--- src/rtl/fetch_queue_stage.sv ---
// Instruction-fetch stage: PC register, imem address drive and a DEPTH-entry
// fetch queue feeding decode. Optional perf counters under `FETCH_PERF_EN`.
module fetch_queue_stage #(
  parameter int unsigned      XLEN         = 32,
  parameter int unsigned      DEPTH        = 2,
  parameter logic [XLEN-1:0]  RESET_VECTOR = '0,
  parameter int unsigned      PC_STEP      = 4
) (
  input  logic            clk,
  input  logic            reset,
  input  logic            PCSrcE,
  input  logic [XLEN-1:0] PCTargetE,
  output logic [XLEN-1:0] imem_addr,
  output logic            imem_en,
  input  logic [XLEN-1:0] imem_rdata,
  output logic [XLEN-1:0] InstrD,
  output logic [XLEN-1:0] PCD,
  output logic [XLEN-1:0] PCPlus4D,
  output logic            ValidD,
  input  logic            ReadyD
`ifdef FETCH_PERF_EN
  ,
  output logic [31:0]     stall_cycles,
  output logic [31:0]     flush_count
`endif
);

  localparam int unsigned PW = (DEPTH > 1) ? $clog2(DEPTH) : 1;
  localparam int unsigned CW = $clog2(DEPTH + 1);

  logic [XLEN-1:0] pc_q, pc_d, pc_plus;
  logic [PW-1:0]   wr_q, wr_d, rd_q, rd_d;
  logic [CW-1:0]   count_q, count_d;
  logic [XLEN-1:0] pc_mem_q    [DEPTH];
  logic [XLEN-1:0] instr_mem_q [DEPTH];
  logic [XLEN-1:0] pc4_mem_q   [DEPTH];
  logic            has_entry, full, push, pop;
  logic            unused_tgt_bits;

  function automatic logic [PW-1:0] ptr_inc(input logic [PW-1:0] p);
    return (p == PW'(DEPTH - 1)) ? '0 : p + PW'(1);
  endfunction

  assign unused_tgt_bits = ^PCTargetE[1:0];

  assign pc_plus   = pc_q + XLEN'(PC_STEP);
  assign has_entry = (count_q != '0);
  assign full      = (count_q == CW'(DEPTH));
  assign ValidD    = has_entry & reset;
  assign pop       = ValidD & ReadyD;
  // Gating with reset keeps imem_en low for the whole reset window.
  assign push      = reset & ~PCSrcE & (~full | pop);
  assign imem_en   = push;
  assign imem_addr = pc_q;

  assign InstrD   = ValidD ? instr_mem_q[rd_q] : '0;
  assign PCD      = ValidD ? pc_mem_q[rd_q]    : '0;
  assign PCPlus4D = ValidD ? pc4_mem_q[rd_q]   : '0;

  always_comb begin
    pc_d    = pc_q;
    wr_d    = wr_q;
    rd_d    = rd_q;
    count_d = count_q;
    if (PCSrcE) begin
      pc_d    = {PCTargetE[XLEN-1:2], 2'b00};
      wr_d    = '0;
      rd_d    = '0;
      count_d = '0;
    end else begin
      if (push) begin
        pc_d = pc_plus;
        wr_d = ptr_inc(wr_q);
      end
      if (pop) rd_d = ptr_inc(rd_q);
      if (push && !pop)      count_d = count_q + CW'(1);
      else if (pop && !push) count_d = count_q - CW'(1);
    end
  end

  always_ff @(posedge clk or negedge reset) begin
    if (!reset) begin
      pc_q    <= RESET_VECTOR;
      wr_q    <= '0;
      rd_q    <= '0;
      count_q <= '0;
    end else begin
      pc_q    <= pc_d;
      wr_q    <= wr_d;
      rd_q    <= rd_d;
      count_q <= count_d;
    end
  end

  // Storage needs no reset: entries are only visible while count_q is non-zero.
  always_ff @(posedge clk) begin
    if (push) begin
      pc_mem_q[wr_q]    <= pc_q;
      instr_mem_q[wr_q] <= imem_rdata;
      pc4_mem_q[wr_q]   <= pc_plus;
    end
  end

`ifdef FETCH_PERF_EN
  logic [31:0] stall_q, flush_q;

  always_ff @(posedge clk or negedge reset) begin
    if (!reset) begin
      stall_q <= '0;
      flush_q <= '0;
    end else begin
      if (full && !pop && !PCSrcE && (stall_q != '1)) stall_q <= stall_q + 32'd1;
      if (PCSrcE && has_entry && (flush_q != '1))     flush_q <= flush_q + 32'd1;
    end
  end

  assign stall_cycles = stall_q;
  assign flush_count  = flush_q;
`endif

endmodule

--- config.mk ---
export PLATFORM = sky130hd
export DESIGN_NAME = fetch_queue_stage
export DESIGN_NICKNAME = d
export VERILOG_FILES = /design/src/rtl/fetch_queue_stage.sv
export SDC_FILE = /design/constraint.sdc
export NUM_CORES = 1
export LEC_CHECK = 0
export CELL_PAD_IN_SITES_DETAIL_PLACEMENT = 0
export CELL_PAD_IN_SITES_GLOBAL_PLACEMENT = 2
export CORE_MARGIN = 2
export CORE_UTILIZATION = 35
export DETAILED_ROUTE_END_ITERATION = 16
export PLACE_DENSITY_LB_ADDON = 0.1
export REMOVE_ABC_BUFFERS = 1
export SLEW_MARGIN = 5
export SYNTH_ARGS = -nofsm -noshare
export SYNTH_HDL_FRONTEND = slang
export SYNTH_SLANG_ARGS = --single-unit
--- constraint.sdc ---
create_clock -name clk -period 21.7 [get_ports clk]
set_clock_uncertainty 0.1 [all_clocks]
set_input_delay 4.34 -clock clk [delete_from_list [all_inputs] [get_ports clk]]
set_output_delay 4.34 -clock clk [all_outputs]
set_load 0.05 [all_outputs]
==> flow_summary.toml <==
[hold_path]
hold_path.class = "flip-flop to flip-flop"
min_path_cells = 2
hold_path_end = "wr_q"
hp-start = "wr_q"

[synthesis]
synth_seq_cells = 218
synth.distinct_cells = 43
synthFlopType = "edfxtp_1"
synth_async_sr_flop_share_pct = 15.60
syn_area_um2 = 9389
avgSynthCellArea_um2 = 13.57
synth_edf_count = 184
yosysSeqAreaShare_pct = 67.91
synth_cells = 692
ys_warn_count = 0

[timing]
fmax_mhz = 87.66
fin_crit_ns = 11.41
worst_pin_slew_ns = 0.9140
report.final.slew_viol_count = 0
finalHoldViolations = 0
rsz0062_at_grt = "false"
hold_ws_ns = 0.4924
timing.slew.headroom_pct = 39.07
setup_viol_count_final = 0
fin_crit_sh_pct = 52.57
setup_slack_ns = 10.29
timing.setup.tns_ns = 0

[die]
ioPinCount = 198
die_w_um = 167.8
initial_core_util_pct = 35.83
fp.dieArea_um2 = 28150
die_h_um = 167.8
core_um2 = 26210
row_count = 59

[finish]
syn2layout_area_growth_pct = 32.78
layoutNonFillerInstCount = 1225
fillers = 2324
drive_above_1_share_pct = 6.862
nets = 939

[grt]
grt_pass1_vias = 6207
grt_max_degree = 66
grt_pass1_wl_mm = 35.12
grtUsageTotal_pct = 15.82
grt_antenna_before_repair = 1
grt-ovfl-total = 0

[placed_design]
dp.cells = 1178
io_buffer_count = 189
place_ws_ns = 10.19
gp_congestion = 0.7183
hpwlAfterDp_mm = 14.30

[routing]
dr_total_vias = 6076
routedWlPerCell_um = 18.34
dr.pass1.iters = 5
route.detailed.drc = 0
wirelength_mm = 22.47
drt_iter0_drc = 329
viasPerCell = 4.960
ant_nets = 0

[setup_path]
endpoint_kind = "primary output"
crit_fanout = 65
r2r_slack_ns = 18.60
arrival_ns = 6.97
required_ns = 17.26
r2r_cells = 5
worst-setup-path-type = "input port to primary output"
critPathLaunchType = "input port"
timing.rr.start = "count_q[1]"
rr_endpoint = "instr_mem_q[1][13]"

[cts]
clock-sinks = 218
cts_buffers = 25
cts_tree = "done"
ctsHoldBuffers = 0
ctsHtreeMaxLevel = 1
cts_setup_buffers = 0
clk_latency_ns = 0.51
ctsResizeCount = 0
clockBufferDepth = 3
clkTransAtPathRegs_ns = 0.06
cts_root_buf = "clkbuf_16"

[power_and_ir_drop]
powerDensity_nw_per_um2 = 89.50
peakVddDrop_mv = 0.05457
p_leak_nw = 4.095
total_power_mw = 1.116

[outcome]
status = "finished clean"

[flow_run]
maxCapViolCount = 0
==> area by class of cell <==
type,count,area (µm²),share of cell area (%)
sequential,218,6380,51.17
multi-input combinational,423,2786,22.35
timing repair buffer,197,1947,15.62
clock buffer,30,654.4,5.249
tap,335,419.2,3.362
clock inverter,16,259.0,2.077
inverter,5,18.77,0.1505
antenna,1,2.502,0.02007
==> Yosys cell counts, drive strengths merged, types with 3 or more instances <==
library cell	n	share of area [%]
edfxtp	184	59
nor2	120	4.8
mux2i	93	9.9
dfrtp	34	9.1
nand2	28	1.1
clkbuf	27	1.1
buf	24	1.5
xnor2	22	2.1
nand3	20	1.1
or4	18	1.4
nand4	17	1.4
a31oi	16	1.1
xor2	16	1.5
o21ai	13	0.69
o31ai	13	1.0
nor4	7	0.53
and4	5	0.48
inv	5	0.20
nor3	5	0.27
o211ai	5	0.40
or3	4	0.27
and2	3	0.20
and3	3	0.21
==> worst max-delay path: stages <==
cell	delay (ns)
buf_2	0.08
buf_4	0.47
o21ai_4	0.39
buf_4	0.47
nor2_1	0.33
clkdlybuf4s50_1	0.86
==> power breakdown <==
| part | internal, mW | leakage, nW | switching [mW] | total [mW] |
|---|---|---|---|---|
| Combinational | 0.0538 | 1.57 | 0.0976 | 0.151 |
| Sequential | 0.482 | 2.08 | 0.0209 | 0.503 |
| Clock | 0.298 | 0.446 | 0.164 | 0.461 |
==> flip-flops by register name, indices dropped and copies added (netlist names) <==
register,flops
rd_q,1
instr_mem_q,64
wr_q,1
imem_addr,30
pc4_mem_q,60
pc_mem_q,60
count_q,2
==> cells in the final DEF (no fill, tap or decap), types with 15 or more instances in the layout <==
cell type and n:
clkdlybuf4s50_1 188, edfxtp_1 184, nor2_1 120, mux2i_1 93, dfrtp_1 33, nand2_1 27, clkbuf_16 25, xnor2_1 22
nand3_1 20, or4_1 18, xor2_1 16, a31oi_1 16, nand4_1 15
==> logic make-up after synthesis <==
family,share of synthesized area (%)
AO/OA/AOI/OAI,3.332
XOR/XNOR,3.545
adder cells (fa/ha/maj),0.1332
buffers and inverters,2.812
flip-flops,67.91
multiplexers,10.03
other,0.03994
AND/OR/NAND/NOR,12.19
==> worst max-delay path by stage <==
stage | start | end | cells after the start
6_report | reset | PCPlus4D[16] | 6
5_1_grt | reset | PCPlus4D[16] | 6
4_1_cts | reset | PCPlus4D[16] | 6
3_5_place_dp | reset | PCPlus4D[16] | 6
3_3_place_gp | reset | PCPlus4D[16] | 6
2_1_floorplan | reset | ValidD | 2
==> layer usage <==
metal	track usage (%)	routed length [µm]	up-vias
met5	0	0	-
li1	-	-	2918
met2	26.54	10720	165
met3	3.291	1274	28
met4	3.894	437	0
met1	21.13	10030	2965
==> stage by stage <==
step	area [µm²]	utilization [%]
final	12470	47.57
after floorplan	9163	-
after detailed placement	11550	44.08
after CTS	12460	47.56
after global routing	12460	47.56
after global placement	11550	44.08
No activity file was read; power rests on OpenSTA's default activity.
